<file path="src/rtl/apb4_regbank_pkg.sv">
`default_nettype none
// ============================================================================
// Module      : apb4_regbank_pkg
// Description : Shared types and helpers for the APB4 register bank.
//               - state_e       : transfer FSM states (IDLE/WAIT/RESP)
//               - STRB_W        : byte-lane count for the default 32-bit bus
//               - ALIGN_BITS    : byte-offset bits below a register index
//               - strb_width()  : lane count for an arbitrary data width
//               - align_bits()  : offset-bit count for an arbitrary width
//               - addr_to_index : byte address -> register index
// Revision    : 1.0 - initial release
// ============================================================================
package apb4_regbank_pkg;

  typedef enum logic [1:0] {
    ST_IDLE = 2'd0,
    ST_WAIT = 2'd1,
    ST_RESP = 2'd2
  } state_e;

  localparam int unsigned DEF_DATA_WIDTH = 32;
  localparam int unsigned STRB_W         = DEF_DATA_WIDTH / 8;
  localparam int unsigned ALIGN_BITS     = $clog2(STRB_W);

  function automatic int unsigned strb_width(input int unsigned dw);
    return dw / 8;
  endfunction

  // log2 of the lane count; written as a loop so it folds at elaboration.
  function automatic int unsigned align_bits(input int unsigned dw);
    int unsigned n;
    n = 0;
    while ((32'd1 << n) < (dw / 8)) n++;
    return n;
  endfunction

  function automatic logic [31:0] addr_to_index(input logic [31:0] paddr,
                                                input int unsigned abits);
    return paddr >> abits;
  endfunction

endpackage
`default_nettype wire

</file>
<file path="src/rtl/apb4_regbank_decode.sv">
`default_nettype none
// ============================================================================
// Module      : apb4_regbank_decode
// Description : Combinational address decode for the register bank.
//   paddr  (in)  byte address
//   pwrite (in)  1 = write access
//   priv   (in)  pprot[0], privileged access
//   index  (out) register index (valid when err=0)
//   err    (out) out of range, misaligned, RO write or privilege violation
// Revision    : 1.0 - initial release
// ============================================================================
module apb4_regbank_decode
  import apb4_regbank_pkg::*;
#(
  parameter int          DATA_WIDTH = 32,
  parameter int          ADDR_WIDTH = 8,
  parameter int          NUM_REGS   = 4,
  parameter int          IDX_W      = 2,
  parameter logic [NUM_REGS-1:0] RO_MASK = '0,
  parameter bit          PRIV_ONLY  = 1'b0
) (
  input  logic [ADDR_WIDTH-1:0] paddr,
  input  logic                  pwrite,
  input  logic                  priv,
  output logic [IDX_W-1:0]      index,
  output logic                  err
);

  localparam int unsigned             ABITS      = align_bits(DATA_WIDTH);
  localparam logic [ADDR_WIDTH-1:0]   ALIGN_MASK = ADDR_WIDTH'((1 << ABITS) - 1);

  logic [ADDR_WIDTH-1:0] full_idx;
  logic                  in_range;
  logic                  misalign;
  logic                  ro_hit;

  always_comb begin
    full_idx = ADDR_WIDTH'(addr_to_index(32'(paddr), ABITS));
    in_range = (full_idx < ADDR_WIDTH'(NUM_REGS));
    misalign = ((paddr & ALIGN_MASK) != '0);
    // Compare-based lookup keeps RO_MASK indexing in range for any index.
    ro_hit   = 1'b0;
    for (int i = 0; i < NUM_REGS; i++) begin
      if (full_idx == ADDR_WIDTH'(i)) ro_hit = RO_MASK[i];
    end
    index = IDX_W'(full_idx);
    err   = !in_range || misalign || (pwrite && ro_hit) || (PRIV_ONLY && !priv);
  end

endmodule
`default_nettype wire

</file>
<file path="src/rtl/apb4_regbank.sv">
`default_nettype none
// ============================================================================
// Module      : apb4_regbank
// Description : Parametrised APB4 slave register bank with wait states,
//               byte strobes and read-only hardware-fed registers.
//   clk, rst                         clock, synchronous active-high reset
//   psel/penable/pwrite/paddr/pwdata/pstrb/pprot   APB4 request
//   prdata/pready/pslverr            registered APB4 response
//   hw_q        RW register contents, reg i at [i*DATA_WIDTH +: DATA_WIDTH]
//   hw_wr_pulse one-cycle pulse per register, aligned with updated hw_q
//   hw_d        values returned by read-only registers
// Revision    : 1.0 - initial release
// ============================================================================
module apb4_regbank
  import apb4_regbank_pkg::*;
#(
  parameter int                     DATA_WIDTH  = 8 * STRB_W,
  parameter int                     ADDR_WIDTH  = 8,
  parameter int                     NUM_REGS    = 4,
  parameter int                     WAIT_STATES = 0,
  parameter logic [NUM_REGS-1:0]    RO_MASK     = '0,
  parameter logic [DATA_WIDTH-1:0]  RESET_VAL   = '0,
  parameter bit                     PRIV_ONLY   = 1'b0
) (
  input  logic                           clk,
  input  logic                           rst,
  input  logic                           psel,
  input  logic                           penable,
  input  logic                           pwrite,
  input  logic [ADDR_WIDTH-1:0]          paddr,
  input  logic [DATA_WIDTH-1:0]          pwdata,
  input  logic [DATA_WIDTH/8-1:0]        pstrb,
  input  logic [2:0]                     pprot,
  output logic [DATA_WIDTH-1:0]          prdata,
  output logic                           pready,
  output logic                           pslverr,
  output logic [NUM_REGS*DATA_WIDTH-1:0] hw_q,
  output logic [NUM_REGS-1:0]            hw_wr_pulse,
  input  logic [NUM_REGS*DATA_WIDTH-1:0] hw_d
);

  localparam int          SW       = strb_width(DATA_WIDTH);
  localparam int          IDX_W    = (NUM_REGS > 1) ? $clog2(NUM_REGS) : 1;
  localparam logic [3:0]  CNT_LAST = (WAIT_STATES == 0) ? 4'd0 : 4'(WAIT_STATES - 1);

  state_e                  state_q, state_d;
  logic [IDX_W-1:0]        idx_q, idx_d;
  logic                    err_q, err_d;
  logic [3:0]              cnt_q, cnt_d;
  logic [DATA_WIDTH-1:0]   prdata_q, prdata_d;
  logic                    pready_q, pready_d;
  logic                    pslverr_q, pslverr_d;
  logic [NUM_REGS-1:0]     pulse_q, pulse_d;
  logic [DATA_WIDTH-1:0]   regs_q [NUM_REGS];
  logic [DATA_WIDTH-1:0]   regs_d [NUM_REGS];

  logic [IDX_W-1:0]        dec_idx;
  logic                    dec_err;
  logic                    load_resp;
  logic [DATA_WIDTH-1:0]   rd_val;
  logic [1:0]              unused_prot;

  assign unused_prot = pprot[2:1];

  apb4_regbank_decode #(
    .DATA_WIDTH (DATA_WIDTH),
    .ADDR_WIDTH (ADDR_WIDTH),
    .NUM_REGS   (NUM_REGS),
    .IDX_W      (IDX_W),
    .RO_MASK    (RO_MASK),
    .PRIV_ONLY  (PRIV_ONLY)
  ) u_decode (
    .paddr  (paddr),
    .pwrite (pwrite),
    .priv   (pprot[0]),
    .index  (dec_idx),
    .err    (dec_err)
  );

  always_comb begin
    state_d   = state_q;
    idx_d     = idx_q;
    err_d     = err_q;
    cnt_d     = cnt_q;
    prdata_d  = prdata_q;
    pready_d  = 1'b0;
    pslverr_d = 1'b0;
    pulse_d   = '0;
    regs_d    = regs_q;
    load_resp = 1'b0;
    rd_val    = '0;

    unique case (state_q)
      ST_IDLE: begin
        if (psel && !penable) begin
          idx_d = dec_idx;
          err_d = dec_err;
          cnt_d = 4'd0;
          if (WAIT_STATES == 0) begin
            state_d   = ST_RESP;
            load_resp = 1'b1;
          end else begin
            state_d = ST_WAIT;
          end
        end
      end
      ST_WAIT: begin
        if (!psel) begin
          state_d = ST_IDLE;          // master abandoned the transfer
        end else if (cnt_q == CNT_LAST) begin
          state_d   = ST_RESP;
          load_resp = 1'b1;
        end else begin
          cnt_d = cnt_q + 4'd1;
        end
      end
      ST_RESP: begin
        state_d = ST_IDLE;
        // Commit only if the access phase is still valid at the RESP edge.
        if (psel && penable && pwrite && !err_q) begin
          for (int i = 0; i < NUM_REGS; i++) begin
            if (idx_q == IDX_W'(i)) begin
              pulse_d[i] = 1'b1;
              for (int b = 0; b < SW; b++) begin
                if (pstrb[b]) regs_d[i][b*8 +: 8] = pwdata[b*8 +: 8];
              end
            end
          end
        end
      end
      default: state_d = ST_IDLE;
    endcase

    // Response is captured on the edge that enters RESP, using the
    // decode result that goes with it (fresh from IDLE, latched from WAIT).
    for (int i = 0; i < NUM_REGS; i++) begin
      if (idx_d == IDX_W'(i)) begin
        rd_val = RO_MASK[i] ? hw_d[i*DATA_WIDTH +: DATA_WIDTH] : regs_q[i];
      end
    end
    if (load_resp) begin
      pready_d  = 1'b1;
      pslverr_d = err_d;
      prdata_d  = err_d ? '0 : rd_val;
    end
  end

  always_ff @(posedge clk) begin
    if (rst) begin
      state_q   <= ST_IDLE;
      idx_q     <= '0;
      err_q     <= 1'b0;
      cnt_q     <= 4'd0;
      prdata_q  <= '0;
      pready_q  <= 1'b0;
      pslverr_q <= 1'b0;
      pulse_q   <= '0;
      for (int i = 0; i < NUM_REGS; i++) regs_q[i] <= RESET_VAL;
    end else begin
      state_q   <= state_d;
      idx_q     <= idx_d;
      err_q     <= err_d;
      cnt_q     <= cnt_d;
      prdata_q  <= prdata_d;
      pready_q  <= pready_d;
      pslverr_q <= pslverr_d;
      pulse_q   <= pulse_d;
      for (int i = 0; i < NUM_REGS; i++) regs_q[i] <= regs_d[i];
    end
  end

  assign prdata      = prdata_q;
  assign pready      = pready_q;
  assign pslverr     = pslverr_q;
  assign hw_wr_pulse = pulse_q;

  generate
    for (genvar gi = 0; gi < NUM_REGS; gi++) begin : g_hw_q
      assign hw_q[gi*DATA_WIDTH +: DATA_WIDTH] = regs_q[gi];
    end
  endgenerate

endmodule
`default_nettype wire
</file>
<file path="config.mk">
export PLATFORM = sky130hd
export DESIGN_NAME = apb4_regbank
export DESIGN_NICKNAME = d
export VERILOG_FILES = /design/src/rtl/apb4_regbank_pkg.sv /design/src/rtl/apb4_regbank_decode.sv /design/src/rtl/apb4_regbank.sv
export SDC_FILE = /design/constraint.sdc
export NUM_CORES = 1
export LEC_CHECK = 0
export BUFFER_PORTS_ARGS = -buffer_cell sky130_fd_sc_hd__buf_2
export CAP_MARGIN = 20
export CORE_MARGIN = 2
export CORE_UTILIZATION = 24
export CTS_BUF_LIST = sky130_fd_sc_hd__clkbuf_4
export DETAILED_ROUTE_END_ITERATION = 10
export SLEW_MARGIN = 10
export SYNTH_ARGS = -nofsm -noshare
export SYNTH_HDL_FRONTEND = slang
export SYNTH_SLANG_ARGS = --single-unit
</file>
<file path="constraint.sdc">
create_clock -name clk -period 2 [get_ports clk]
set_clock_uncertainty 0.2 [all_clocks]
set_input_delay 0.2 -clock clk [delete_from_list [all_inputs] [get_ports clk]]
set_output_delay 0.2 -clock clk [all_outputs]
set_load 0.02 [all_outputs]
</file>
After elaboration in Yosys (flattened, before gate mapping)
Index checks and enable logic that the tools add are counted.

Output and inout port bits: 166. Bits in registers: 175. Input port bits: 180. Word-level logic and storage cells: 101.

Magnitude comparators: 1. Bitwise operators: 3. Mux-type cells: 26. Add/subtract/negate cells: 1. Eq/ne operators: 12. Reductions and logical operators: 34.

Operators by type and width (count): $mux 32 (5); $reduce_and 4->1 (17); $mux 4 (3); $eq 2x2->1 const B (5); $mux 1 (10); $mux 2 (5); $pmux 4 s2 (1); $reduce_bool 8->1 (1); $eq 2x1->1 const B (3); $logic_not 2->1 (3); $lt 6x3->1 const B (1); $ne 2x2->1 const B (3); $add 4x1->4 const B (1); $logic_and 1x1->1 (4); $logic_not 4->1 (1); $pmux 2 s2 (1); $logic_not 1->1 (3); $ne 3x3->1 const B (1); $not 1->1 (3); $reduce_or 3->1 (1); $pmux 1 s2 (1); $reduce_and 2->1 (1); $reduce_bool 2->1 (1); $reduce_or 2->1 (1); $logic_or 1x1->1 (1).

Depth between registers and ports, before layout
Gate-level depths: netlist of the first run.

Depth in word-level cells: 10. Gate-level depth with buffers: 7. Gate-level depth less buffers: 4.

By module
A second synthesis of the first run with hierarchy kept.

Cell total of the unflattened synthesis: 721. Area, all modules: 7375.8 µm².

By module, submodules not included: apb4_regbank (area each 7347.0 µm², cells each 716, seq. area each 3403.3 µm², instances 1); apb4_regbank_decode (area each 28.8 µm², cells each 5, seq. area each 0.0 µm², instances 1).

Worst setup path before layout of the first run
OpenSTA, ideal clock, no wires.

Path type: register to register. From: register idx_q[0]. To: register regs_q, in the netlist hw_q[72]. Library setup time: 0.128 ns. Data arrival time: 1.671 ns. Period minus slack after synthesis: 1.998 ns. Path buffers: 3. Setup slack: 0.002 ns. Stages on the path, launching flop included: 8. Path through: dfxtp_1 > clkbuf_1 > or2_2 > clkbuf_1 > or3_1 > buf_2 > mux2i_1 > nor2_1.

Word-level cells in the longest chain between the ends: 2.

RTL lines: from (decl) (line apb4_regbank.sv:47) `logic [IDX_W-1:0] idx_q, idx_d;`; from (signal assigned) (line apb4_regbank.sv:161) `idx_q <= idx_d;`; $eq 2x2->1 (line apb4_regbank.sv:122) `if (idx_q == IDX_W'(i)) begin`; $reduce_and 4->1 (no source line); to (decl) (line apb4_regbank.sv:54) `logic [DATA_WIDTH-1:0] regs_q [NUM_REGS];`.

No other way between the ends. A chain may end at the register's enable or synchronous reset.

Final worst setup path of the first run
From: register state_q[1]. To: register prdata_q[29] (netlist: prdata[29]).

Word-level cells in the longest chain between the ends: 8. Elaborated cells between the ends (all ways): 14. Those cells by class: eq/ne: 4; mux: 8; reduce/logical: 2.

RTL lines: from (decl) (line apb4_regbank.sv:46) `state_e state_q, state_d;`; from (signal assigned) (line apb4_regbank.sv:160) `state_q <= state_d;`; $logic_not 2->1 (line apb4_regbank.sv:93) `unique case (state_q)`; $mux 2 (line apb4_regbank.sv:93); $logic_not 2->1 (line apb4_regbank.sv:137) `if (idx_d == IDX_W'(i)) begin`; $mux 32 (4 in a row) (line apb4_regbank.sv:137); $mux 32 (line apb4_regbank.sv:144) `prdata_d = err_d ? '0 : rd_val;`; to (signal assigned) (line apb4_regbank.sv:164) `prdata_q <= prdata_d;`; to (decl) (line apb4_regbank.sv:50) `logic [DATA_WIDTH-1:0] prdata_q, prdata_d;`.

Parallel ways exist; a longest one is shown, timed or not.

==> results of run 1 <==
==> power by group through the flow <==
stage          registers [W]  logic, W  clock network [W]
2_1_floorplan        0.00348  0.000314                  0
3_3_place_gp         0.00348  0.000568                  0
3_5_place_dp         0.00348  0.000577                  0
4_1_cts              0.00341  0.000649            0.00213
5_1_grt              0.00341  0.000707            0.00224
6_report             0.00340  0.000656            0.00203
==> state kept, by name, summed over array words and instances, names as in the netlist <==
name and cells:
err_q 1, hw_q 128, hw_wr_pulse 4, idx_q 2, prdata 32, pready 1, pslverr 1, state_q 1
==> metal layers <==
metal  track usage [%]  up-vias  part of all wire (%)
met2              27.4      245                    47
met4              3.81        0                  0.94
li1                  -     3677                     -
met5                 0        -                     0
met1              21.6     3624                    46
met3              3.83       17                   5.9
==> cells by family after synthesis <==
logic type	count (synthesis)	share of synthesized area [%]
DFF	170	44.1
and+or+nand+nor	308	17.6
AOI/OAI and AO/OA	238	21.7
buffers and inverters	99	5.49
muxes	85	11.2
==> layout by cell type, fill, tap and decap left out, drive strengths merged, types with 14 or more instances in the layout <==
cell type      n
buf          271
nand2        218
dfxtp        170
a21oi         89
mux2i         79
dlygate4sd3   46
nor2          45
o22ai         32
a21o          32
a22oi         32
inv           31
a31oi         26
o31a          26
nor3          19
clkbuf        18
or3           14
==> synthesized netlist by cell type (all sizes together) <==
| master | instances | share of area, % |
|---|---|---|
| dfxtp | 170 | 44 |
| or2 | 1 | 0.081 |
| nor3b | 1 | 0.097 |
| buf | 24 | 1.8 |
| mux2 | 6 | 0.87 |
| or3b | 1 | 0.11 |
| or3 | 14 | 1.1 |
| or4 | 1 | 0.15 |
| nor4b | 2 | 0.31 |
| inv | 26 | 1.3 |
| nand4b | 1 | 0.11 |
| o31a | 26 | 2.9 |
| or4b | 2 | 0.26 |
| a21o | 32 | 3.1 |
| a211oi | 1 | 0.097 |
| nor4bb | 1 | 0.13 |
| nand2b | 2 | 0.16 |
| a31oi | 26 | 2.1 |
| nor2 | 44 | 2.1 |
| nor3 | 19 | 2.2 |
| a22oi | 32 | 5.1 |
| o22ai | 32 | 2.6 |
| a21oi | 89 | 5.8 |
| clkbuf | 49 | 2.4 |
| nand4 | 1 | 0.081 |
| mux2i | 79 | 10 |
| nand2 | 218 | 11 |
==> timing repair <==
| action | in CTS | in global routing |
|---|---|---|
| pin swaps | 0 | 1 |
| endpoints found under the hold margin | 169 | 0 |
| cloned | 0 | 1 |
| resized for setup | 10 | 8 |
| hold buffers | 46 | 0 |
| endpoints found under the setup margin | 34 | 32 |
==> how the worst max path moves through the flow <==
stage            endpoint  depth (start not counted)
6_report       prdata[29]                          6
5_1_grt         prdata[0]                          6
4_1_cts        prdata[26]                          6
3_5_place_dp   prdata[29]                          6
3_3_place_gp   prdata[29]                          6
2_1_floorplan    hw_q[72]                          7
==> worst max-delay path, cell delays in order (launching register included) <==
cell	delay (ns)
dfxtp_4	0.39
nor4b_4	0.26
buf_4	0.17
or4b_4	0.50
buf_12	0.18
a21o_1	0.19
a22oi_2	0.11
==> layout make-up <==
type,instances,area [µm²]
Fill cell,3294,21300
Multi-Input combinational cell,632,3980
Sequential cell,170,3410
Timing Repair Buffer,317,2090
Tap cell,402,503
Clock buffer,18,135
Clock inverter,14,135
Inverter,26,97.6
Antenna cell,1,2.50
==> through the flow <==
| stage | total power [W] | std cells | setup TNS, ns | utilization [%] | hold slack [ns] |
|---|---|---|---|---|---|
| after floorplan | 0.00379 | 900 | 0 | - | 0.0788 |
| after global placement | 0.00404 | 1500 | -3.98 | 30.1 | 0.254 |
| after detailed placement | 0.00405 | 1500 | -4.68 | 30.1 | 0.258 |
| after CTS | 0.00618 | 1578 | -1.91 | 32.6 | 0.0245 |
| after global routing | 0.00635 | 1580 | -4.06 | 32.7 | 0.0713 |
| final | 0.00609 | 1580 | -1.69 | 32.7 | 0.103 |
==> impl_summary.md, run 1 <==
Worst setup path
The required arrival time at the worst endpoint is approximately 2.3 ns. In this run the critical register-to-register path is launched from state_q[1]. In this run the critical register-to-register path is captured at prdata[29].

The worst setup path is captured at a register. STA classifies the critical path startpoint as a register. In this run the worst path has a maximum fanout of 15. The depth of the worst register-to-register path is 6. STA puts the critical path data arrival time at between 2 and 2.5 ns. The first element of the critical path is state_q[1]. The setup slack on the worst flop-to-flop path is -0.09 ns. The kind of critical path is register to register.

Synth
Yosys printed 0 warnings. The gate count after technology mapping is 900. The fraction of the yosys area taken by sequential cells is between 40% and 50%.

The synthesized area is 7720 µm². The net count after synthesis is about 1,100. The post-synthesis register bit count is 170. A synthesized cell averages approximately 8.6 µm². In this run, distinct cell masters in the synthesized netlist total 35.

Drt
The total wire length after detailed routing is around 28 mm. In this run the remaining antenna-violating nets after routing total 0. For this block, the initial DRC count from the detailed router was around 340. For this run, design rule violations remaining after detail routing come to 0.

The routed layout has between 7,000 and 8,000 vias. The first-pass iteration count of the detailed router is 5. The per-cell routed wire length is about 18 µm. The mean number of vias per cell is 4.79.

Timing
The post-route worst setup slack is -0.0859 ns. Setup violations remaining at the end of the flow were counted as 32. The worst path uses 104% of the clock period. The achievable frequency is around 480 MHz. Setup repair after global routing could not meet its margin everywhere.

At the pin with the least slew margin, the transition time is roughly 0.75 ns. The worst slew margin relative to its limit is 49.6%. For the finished layout, the period the worst path requires is approximately 2.1 ns. The max-slew violation total from the final report is 0. The total count of hold-check failures in the final report came to 0.

GRT
The number of antenna violations at the first check in global routing was 1. The number of global-route vias before repair is about 7,000. Global routing used 16.5% of the available tracks.

The first-pass GRT wire length is between 40 and 50 mm. The pin count of the biggest net entering global routing is around 140. The remaining global-route overflow is 0.

Run status
The checks that failed: setup timing. The run finished, with violations left.

Final layout
The finished cells cover ~10,000 µm². Compared with the post-synthesis result, the final layout area differs by 34.1%. The final layout net count is between 1,000 and 1,500. The share of layout cells above drive strength 1 is 30.6%.

Clocking
The H-tree generated during clock tree synthesis spans 4 levels. The clock-pin slew on the worst setup and hold paths is between 0.15 and 0.2 ns. The buffers inserted during post-CTS setup optimization is 0. The number of buffers created by CTS is 17. The clock passes through at most 2 buffers.

CTS saw 170 sinks. The CTS tree is built. At the later pin of the worst-skew pair, clock insertion delay measures approximately 0.60 ns. The tree is rooted in a clkbuf_4.

Power
Cell internal power was estimated by the tool at 0.00432 W. VDD sags by at most 0.280 mV. The proportion of power drawn by combinational gates is 10.8%. The proportion of total power due to net switching is about 29%.

The clock network is responsible for between 30% and 40% of the overall power. Sequential cells account for roughly 56% of the total power. Summed over all cells, the static leakage comes to 4.30 nW.

The analysis attributes to net switching a power of about 0.0018 W. The total power divided by cell area is 588 nW/µm².

Floorplan
The total number of placement rows is 65. After floorplanning, the core was sized to cover between 30,000 and 40,000 µm². The initial core utilization is between 20 and 25%.

The count of pins on the block boundary is between 300 and 400. The die covers approximately 34,000 µm². The overall die height is around 180 µm. The die boundary width is around 180 µm.

Run
Max-cap violations in this run came to 0.

Hold path
In this run the worst hold path is classified as input pin to register. In this run the most critical hold path is launched from pstrb[1]. The worst hold path terminates at hw_q[41].

The worst hold path cell count is 6.

Placement
The instance area after placement is about 9500 µm². At the placement stage, the worst setup path has a slack of -0.175 ns. At the end of routability-driven placement, the weighted congestion stood at a little under 0.8.

The number of input and output port buffers inserted is 214. The half-perimeter wire length of the detailed placement result is approximately 19 mm.
(Power assumes the default switching activity.)
==> run 2: changes to the inputs <==
--- a/config.mk
+++ b/config.mk
@@ -11,6 +11,7 @@
 export CORE_UTILIZATION = 24
 export CTS_BUF_LIST = sky130_fd_sc_hd__clkbuf_4
 export DETAILED_ROUTE_END_ITERATION = 10
+export RECOVER_POWER = 100
 export SLEW_MARGIN = 10
 export SYNTH_ARGS = -nofsm -noshare
 export SYNTH_HDL_FRONTEND = slang
==> impl_summary.md, run 2 (synthesis results as in run 1) <==
Floorplan
The initial core utilization is 24.4% (unchanged). The overall die height is 183 µm (unchanged). The placeable core region is 31,600 µm² (unchanged). The die boundary width is 183 µm (unchanged). The die outline area is 33,600 µm² (unchanged). The total number of placement rows came to 65 (unchanged). The count of pins on the block boundary is 346 (unchanged).

Placement
The instance area after placement was 9540 µm² (unchanged). The half-perimeter wire length of the detailed placement result is 19.2 mm (unchanged). The number of input and output port buffers inserted is 214 (unchanged). The final weighted congestion in routability-driven placement is 0.779 (unchanged).

Timing
The worst slew margin relative to its limit is 51.0% (+1.4 points). The number of setup violations in the final report is 33 (+3.1%). The post-route worst setup slack is -0.114 ns (-0.0279 ns). The final period utilization is 106% (+1.4 points). The achievable frequency was 473 MHz (-1.3%). Setup repair after global routing could not meet its margin everywhere. The worst-margin pin slew is 0.733 ns (-0.0211 ns). The total count of hold-check failures in the final report was 0 (unchanged). The max-slew violation total from the final report is 0 (unchanged). The shortest clock period the worst path allows after layout was 2.11 ns (+0.0279 ns).

Drt
The wire length on met2 is 13.3 mm (about the same). The routed length on met3 was 1.66 mm (-0.42%). The wire length the detailed router placed on met1 is 13.0 mm (about the same).

The per-cell routed wire length is 17.9 µm (about the same). The mean number of vias per cell came to 4.78 (about the same). The total wire length after detailed routing was 28.3 mm (about the same). The detailed router used layers up to and including met4. The first-pass iteration count of the detailed router is 4 (-1). The remaining antenna violation count after routing is 0 (unchanged). The total vias in the final route came to 7,560 (-0.040%). The residual DRC count came to 0 (unchanged).

The number of design-rule violations left by the first detailed-router iteration came to 294 (-14%).

Final layout
Compared with the post-synthesis result, the final layout area differs by 30.5%. The library cell used most frequently in the layout, excluding fill and tap cells, is nand2_1. The share of layout cells above drive strength 1 is 16.3% (-14 points). The summed area of non-filler cells in the final layout is 10,100 µm² (-2.7%).

Leaving out fill and tap cells, the most frequent cells in the layout are nand2_1, dfxtp_1, clkbuf_1. The final layout net count is 1,344 (unchanged). The flip-flop count of the largest register, all copies and words added is 128 (unchanged).

Clocking
The buffers inserted during post-CTS setup optimization is 0 (unchanged). The CTS root buffer is clkbuf_4. The deepest level of the CTS H-tree came to 4 (unchanged). The clock-pin slew on the worst setup and hold paths is 0.16 ns (about the same). The clock insertion delay at the later pin of the skew report is 0.60 ns (about the same). The CTS tree is built.

The number of buffers created by CTS is 17 (unchanged). The CTS sink count came to 170 (unchanged). The largest buffer count on any clock path is 2 (unchanged).

GRT
The total routing usage reported by global routing was 16.5% (unchanged). The first-pass GRT wire length is 42.2 mm (unchanged). The number of antenna violations at the first check in global routing came to 1 (unchanged). The number of global-route vias before repair came to 7,180 (unchanged). The pin count of the biggest net entering global routing is 135 (unchanged).

The remaining global-route overflow is 0 (unchanged).

Power
The total power divided by cell area is 603 nW/µm² (+2.5%). The power share of the clock group was 33.3% (about the same). The portion of total power attributed to sequential cells is 56.0% (about the same). The proportion of total power due to net switching is 29.0% (-0.041 points). The switching power is 0.00176 W (-0.39%). The leakage power figure came to 3.52 nW (-18%).

The post-route total power is 0.00607 W (-0.25%). The cell-internal power is 0.00431 W (-0.19%). The maximum ir drop on the vdd rail is 0.280 mV (about the same). The proportion of power drawn by combinational gates came to 10.6% (-0.2 points).

Worst setup path
The worst register-to-register path ends at prdata[26]. The biggest fanout along the worst timing path is 15 (unchanged). The worst register-to-register path begins at state_q[1]. The first element of the critical path is paddr[1].

The end point of the critical path is prdata[26]. By startpoint and endpoint, the worst setup path is classified as input pin to register. The required arrival time at the worst endpoint is 2.32 ns (about the same). The endpoint class of the critical path is a register. The nature of the critical path startpoint is an input pin.

The setup slack on the worst flop-to-flop path is -0.11 ns (-0.03 ns). The data arrival time of the critical path is 2.43 ns (about the same). The depth of the worst register-to-register path was 6 (unchanged).

Run status
The final reports fail on setup timing. The flow ran to the end, but the final reports show violations.

Run
The max-cap check violation count is 0 (unchanged).

Hold path
The path class of the lowest-slack min-delay path is input pin to register.
==> run 2: cell types whose count changed in the layout (fill, tap and decap cells not counted), sizes merged <==
| cell | change |
|---|---|
| buf | -172 |
| clkbuf | +172 |
==> run 2: worst min path at each step <==
stage | depth (start not counted) | endpoint | slack [ns] | start
floorplan | 1 | pready | 0.08 | penable
global placement | 2 | hw_q[117] | 0.25 | hw_q[117]
detailed placement | 2 | hw_q[91] | 0.26 | hw_q[91]
CTS | 6 | hw_q[42] | 0.02 | pstrb[1]
global route | 6 | hw_q[41] | 0.05 | pstrb[1]
finish | 6 | hw_q[41] | 0.07 | pstrb[1]
==> run 2: repair_timing <==
item,CTS,global route
hold buffers,46,0
setup endpoints to repair,34,32
resized for setup,10,8
cloned,0,1
endpoints found under the hold margin,169,0
pin swaps,0,1
==> run 2: routing by layer <==
metal	global-route usage [%]	vias up
met2	27.4	222
met3	3.83	15
li1	-	3672
met5	0	-
met4	3.81	0
met1	21.6	3651
==> run 2: final cells by class <==
type / count / area (µm²)
sequential: 170 / 3410
timing repair buffer: 317 / 1830
clock inverter: 14 / 135
tap: 402 / 503
fill: 3396 / 21600
multi-input combinational: 632 / 3960
antenna: 1 / 2.50
clock buffer: 18 / 135
inverter: 26 / 97.6
==> run 2: critical path, cell delays in order <==
cell and delay, ns:
dlygate4sd3_1 0.54, buf_2 0.12, or4_1 0.54, or4b_4 0.54
buf_12 0.18, a21o_1 0.19, a22oi_2 0.11
==> run 2: power groups by stage <==
stage,Sequential [W],Clock (W),Combinational (W)
floorplan,0.00348,0,0.000314
global placement,0.00348,0,0.000568
detailed placement,0.00348,0,0.000577
CTS,0.00341,0.00213,0.000649
global route,0.00341,0.00224,0.000696
finish,0.00340,0.00202,0.000646
==> run 2: stage by stage <==
step	hold slack (ns)	util (%)	setup TNS (ns)	setup slack (ns)	std cells
after floorplan	0.0788	-	0	0.00196	900
after global placement	0.254	30.1	-3.98	-0.160	1500
after detailed placement	0.258	30.1	-4.68	-0.175	1500
after CTS	0.0245	32.6	-1.91	-0.101	1578
after global routing	0.0454	31.8	-5.96	-0.168	1580
final	0.0691	31.8	-2.25	-0.114	1580
